## config.mk

```make
export PLATFORM = sky130hd
export DESIGN_NAME = dma_mem_port
export DESIGN_NICKNAME = d
export VERILOG_FILES = /design/src/rtl/dma_mem_port.sv
export SDC_FILE = /design/constraint.sdc
export NUM_CORES = 1
export LEC_CHECK = 0
export CAP_MARGIN = 10
export CORE_ASPECT_RATIO = 0.8
export CORE_UTILIZATION = 26
export DETAILED_ROUTE_END_ITERATION = 7
export SLEW_MARGIN = 30
export SYNTH_ARGS = -nofsm -noshare
export SYNTH_HDL_FRONTEND = slang
export SYNTH_SLANG_ARGS = --single-unit
```

## constraint.sdc

```tcl
create_clock -name clk -period 2.45 [get_ports clk]
set_input_delay 0.3675 -clock clk [delete_from_list [all_inputs] [get_ports clk]]
set_output_delay 0.3675 -clock clk [all_outputs]
set_load 0.02 [all_outputs]
```

## src/rtl/dma_mem_port.sv

```systemverilog
// Memory-side transfer engine between the DMA nibble handshake port and a
// nibble-wide synchronous RAM: address generation, RAM strobes, busy/done.
module dma_mem_port #(
  parameter int ADDR_W = 8,
  parameter int LEN_W  = 8
) (
  input  logic              clk,
  input  logic              reset,
  input  logic              start,
  input  logic              dir,
  input  logic [ADDR_W-1:0] base_addr,
  input  logic [LEN_W-1:0]  length,
  input  logic              abort,
  output logic              busy,
  output logic              done,
  output logic [LEN_W-1:0]  remaining,
  output logic [ADDR_W-1:0] mem_addr,
  output logic              mem_rd,
  output logic              mem_wr,
  output logic [3:0]        mem_wdata,
  input  logic [3:0]        mem_rdata,
  input  logic              dma_to_mem_valid,
  output logic              dma_to_mem_enable,
  input  logic [3:0]        mem_data_in,
  output logic              mem_to_dma_valid,
  input  logic              mem_to_dma_enable,
  output logic [3:0]        mem_data_out,
  output logic [2:0]        dbg_state
);

  typedef enum logic [2:0] {
    S_IDLE, S_RD_ISSUE, S_RD_CAP, S_RD_OFFER, S_WR_ACCEPT, S_WR_COMMIT, S_DONE
  } state_t;

  state_t            state_q, state_d;
  logic [ADDR_W-1:0] addr_q, addr_d;
  logic [LEN_W-1:0]  rem_q, rem_d;
  logic [3:0]        hold_q, hold_d;
  logic [3:0]        wdata_q, wdata_d;
  logic              busy_q, done_q, rd_q, wr_q, valid_q, enable_q;

  // Handshake: a nibble moves only on a rising edge where valid and enable are
  // both high; the offering side holds valid and data stable until then.
  always_comb begin
    state_d = state_q;
    addr_d  = addr_q;
    rem_d   = rem_q;
    hold_d  = hold_q;
    wdata_d = wdata_q;
    case (state_q)
      S_IDLE: begin
        if (start) begin
          addr_d = base_addr;
          rem_d  = length;
          if (length == '0)  state_d = S_DONE;
          else if (dir)      state_d = S_WR_ACCEPT;
          else               state_d = S_RD_ISSUE;
        end
      end
      S_RD_ISSUE: state_d = S_RD_CAP;
      S_RD_CAP: begin
        hold_d  = mem_rdata;
        state_d = S_RD_OFFER;
      end
      S_RD_OFFER: begin
        if (mem_to_dma_enable) begin
          addr_d  = addr_q + ADDR_W'(1);
          rem_d   = rem_q - LEN_W'(1);
          state_d = (rem_q == LEN_W'(1)) ? S_DONE : S_RD_ISSUE;
        end
      end
      S_WR_ACCEPT: begin
        if (dma_to_mem_valid) begin
          wdata_d = mem_data_in;
          state_d = S_WR_COMMIT;
        end
      end
      S_WR_COMMIT: begin
        addr_d  = addr_q + ADDR_W'(1);
        rem_d   = rem_q - LEN_W'(1);
        state_d = (rem_q == LEN_W'(1)) ? S_DONE : S_WR_ACCEPT;
      end
      S_DONE:  state_d = S_IDLE;
      default: state_d = S_IDLE;
    endcase
    // Abort beats any same-cycle handshake; counters freeze for inspection.
    if (abort && state_q != S_IDLE) begin
      state_d = S_IDLE;
      addr_d  = addr_q;
      rem_d   = rem_q;
      hold_d  = hold_q;
      wdata_d = wdata_q;
    end
  end

  // Output flags are registered from the next state, so they equal a decode
  // of the state register with no combinational path from any input.
  always_ff @(posedge clk or posedge reset) begin
    if (reset) begin
      state_q  <= S_IDLE;
      addr_q   <= '0;
      rem_q    <= '0;
      hold_q   <= '0;
      wdata_q  <= '0;
      busy_q   <= 1'b0;
      done_q   <= 1'b0;
      rd_q     <= 1'b0;
      wr_q     <= 1'b0;
      valid_q  <= 1'b0;
      enable_q <= 1'b0;
    end else begin
      state_q  <= state_d;
      addr_q   <= addr_d;
      rem_q    <= rem_d;
      hold_q   <= hold_d;
      wdata_q  <= wdata_d;
      busy_q   <= (state_d != S_IDLE);
      done_q   <= (state_d == S_DONE);
      rd_q     <= (state_d == S_RD_ISSUE);
      wr_q     <= (state_d == S_WR_COMMIT);
      valid_q  <= (state_d == S_RD_OFFER);
      enable_q <= (state_d == S_WR_ACCEPT);
    end
  end

  assign busy              = busy_q;
  assign done              = done_q;
  assign remaining         = rem_q;
  assign mem_addr          = addr_q;
  assign mem_rd            = rd_q;
  assign mem_wr            = wr_q;
  assign mem_wdata         = wdata_q;
  assign mem_to_dma_valid  = valid_q;
  assign dma_to_mem_enable = enable_q;
  assign mem_data_out      = hold_q;
  assign dbg_state         = state_q;

endmodule

```

==> run_results.csv <==
group,metric,value,unit
status,outcome,"completed",
sta,slew_headroom,0.625,
setup_path,reg2reg_from,"dbg_state[2]$_DFF_PP0_",
global_route,track_usage,0.138,
hold_path,holdCritPathClass,"input port to asynchronous set/reset pin",
setup_path,timing.rr.end,"remaining[7]$_DFFE_PP0P_",
placed_design,gp_congestion,0.796,
global_route,overflow,0,
setup_path,reg2reg_depth,6,
yosys,synth_nets,223,
setup_path,required,2620,ps
clock_tree,cts_tree,"yes",
layout,drive_gt1_frac,0.146,
clock_tree,path_clk_slew,80,ps
sta,timing.final.hold_violations,0,
die,fp.dieH,77.4,um
global_route,grt_util_met3,0.0490,
setup_path,slowest_delay,620,ps
layout,final_core_util,0.388,
run,cap_violations,0,
sta,tightest_slew,562,ps
clock_tree,clkSinkCount,33,
setup_path,r2r_slack,440,ps
setup_path,cp_max_fo,16,
yosys,yosys.area_share.simple,0.220,
die,dieArea,7440,um2
setup_path,critPathCaptureType,"flip-flop",
yosys,ys_async_sr_fraction,1.00,
die,chipWidth,96.2,um
global_route,grt_max_degree,34,
layout,antennaDiodeCount,0,
sta,rsz0062_at_grt,"false",
die,row_count,27,
power,power_leakage,1.09,nW
yosys,synth_compound_area_frac,0.191,
sta,fmax,0.498,GHz
layout,final_common_cell,"clkdlybuf4s50_1",
detailed_routing,routed_wl,4830,um
layout,syn2layout_area_growth,44.3,%
power,vdd_drop_max,0.413,mV
sta,period_minus_slack,2010,ps
layout,most-common-layout-cells,"63 x clkdlybuf4s50_1, 33 x dfrtp_1, 16 x nor2_1, 16 x a21oi_1, 14 x o21ai_0",
die,core-area,6860,um2
global_route,met2_usage,0.188,
yosys,synth-edff-count,0,
clock_tree,root_buffer,"clkbuf_8",
setup_path,startpoint,"dbg_state[2]$_DFF_PP0_",
yosys,avgSynthCellArea,9.76,um2
clock_tree,cts_resized,0,
power,powerDensity,1220,nW/um2
yosys,synthFlopType,"dfrtp_1",
sta,setup_viol,0,
clock_tree,worstSkewPairLatency,290,ps
yosys,ys_types,49,
detailed_routing,drcViolationCount,0,
setup_path,crit_chain,"xor2_1 -> and2_1 -> buf_4 -> nand3_1 -> o21ai_0 -> a22oi_1",
yosys,synth_top_family_by_area,"simple AND/OR/NAND/NOR gates",
layout,n_fill_cell,712,
yosys,synthAdderAreaFrac,0.0203,
setup_path,worst_ep_arrival_time,2170,ps
setup_path,cp-start-kind,"flip-flop",
layout,nets,293,
yosys,synth_mux_area_frac,0.0624,
yosys,synthesis.instances,189,
detailed_routing,drtIter0Drc,81,
global_route,grt_pass1_vias,1552,
detailed_routing,final_antenna_net_count,0,
detailed_routing,vias,1645,
detailed_routing,viasPerCell,4.74,
die,initial_core_util,0.269,
clock_tree,ctsLongestPathBuffers,2,
global_route,grt_pass1_wl,7730,um
detailed_routing,wl_per_cell,13.9,um
global_route,grt-busiest-layer,"met1",
yosys,synth_xor_area_frac,0.00475,
placed_design,io_buffers,63,
setup_path,critPathCapture,"remaining[7]$_DFFE_PP0P_",
clock_tree,htreeDepth,2,
clock_tree,hold_buffers,0,
sta,final_max_slew_viol_count,0,
sta,fin_crit_sh,0.820,
setup_path,path_class,"flip-flop to flip-flop",
detailed_routing,first_pass_iters,4,
global_route,use_met1,0.202,
global_route,antenna_found_initial,0,
yosys,seq_area_frac_synth,0.447,
sta,skew,6.80,ps
die,io_pins,64,
yosys,synth_area,1850,um2
clock_tree,cts_setup_buffers,0,
sta,tns,0,ps
setup_path,cpMaxStageDelayCell,"dfrtp_1",
yosys,synth-warning-count,0,
placed_design,dp_hpwl,3540,um
clock_tree,numCtsBuffers,5,
yosys,synth-seq-cells,33,
registers in the layout, summed over array words and instances, names as in the netlist:
signal / flops
mem_to_dma_valid: 1
dma_to_mem_enable: 1
mem_data_out: 4
dbg_state: 3
mem_wdata: 4
remaining: 8
done: 1
busy: 1
mem_addr: 8
mem_wr: 1
mem_rd: 1
cell families after synthesis:
kind of cell    after synthesis
simple gates                 70
compound gates               57
flops                        33
buf+inv                      16
mux                           9
fa+ha+maj                     3
xor+xnor                      1
metrics by stage:
step                      std cells  setup WS, ps  area, um2  power (mW)  hold slack, ps
after floorplan                 189           547       1850        2.10             496
after global placement          339           229       2580        2.83             490
after detailed placement        339           221       2580        2.85             495
after CTS                       347           465       2660        3.27             477
after global routing            347           263       2660        3.48             523
final                           347           441       2660        3.24             463
critical path, delay by kind of cell (launching register included):
family                    cells  cell delay [ps]
DFF                           1              620
and+or+nand+nor               2              580
xor gates and xnor gates      1              270
buffers and inverters         1              220
AOI/OAI and AO/OA             2              180
cells in the mapped netlist, types with 3 or more instances:
| cell | n | area share |
|---|---|---|
| dfrtp_1 | 33 | 0.45 |
| a21oi_1 | 16 | 0.043 |
| nor2_1 | 16 | 0.033 |
| o21ai_0 | 14 | 0.038 |
| nand2_1 | 11 | 0.022 |
| nand3_1 | 10 | 0.027 |
| nor3_1 | 8 | 0.022 |
| inv_1 | 7 | 0.014 |
| o21ai_1 | 7 | 0.019 |
| a31oi_1 | 5 | 0.017 |
| and2_1 | 4 | 0.014 |
| mux2_2 | 4 | 0.024 |
| mux2_4 | 4 | 0.033 |
| and3_1 | 3 | 0.010 |
| buf_6 | 3 | 0.018 |
| ha_1 | 3 | 0.020 |
worst min path at each step:
| stage | from | endpoint | slack (ps) |
|---|---|---|---|
| after floorplan | reset | busy$_DFF_PP0_ | 500 |
| after global placement | mem_data_out[2]$_DFFE_PP0P_ | mem_data_out[2]$_DFFE_PP0P_ | 490 |
| after detailed placement | mem_wdata[1]$_DFFE_PP0P_ | mem_wdata[1]$_DFFE_PP0P_ | 500 |
| after CTS | reset | mem_addr[6]$_DFFE_PP0P_ | 480 |
| after global routing | reset | mem_wdata[2]$_DFFE_PP0P_ | 520 |
| final | reset | mem_wdata[2]$_DFFE_PP0P_ | 460 |
power breakdown:
part / total [mW] / internal [mW] / switching, mW
combinational: 1.78 / 0.866 / 0.918
clock: 0.412 / 0.196 / 0.216
sequential: 1.05 / 0.790 / 0.258
area by class of cell:
class / instances / area [um2] / share of cell area
clock buffers: 5 / 68.8 / 0.0258
multi-input cells: 140 / 918 / 0.345
clock inverters: 3 / 17.5 / 0.00658
inverters: 7 / 26.3 / 0.00986
well taps: 87 / 109 / 0.0409
repair buffers: 72 / 698 / 0.262
flip-flops and latches: 33 / 826 / 0.310
routing by layer:
| layer | up-vias | share of wire |
|---|---|---|
| met5 | - | 0 |
| met4 | 0 | 0.0095 |
| met3 | 6 | 0.069 |
| met2 | 40 | 0.42 |
| met1 | 773 | 0.50 |
| li1 | 826 | - |
Power figures use the tool's default switching activity.
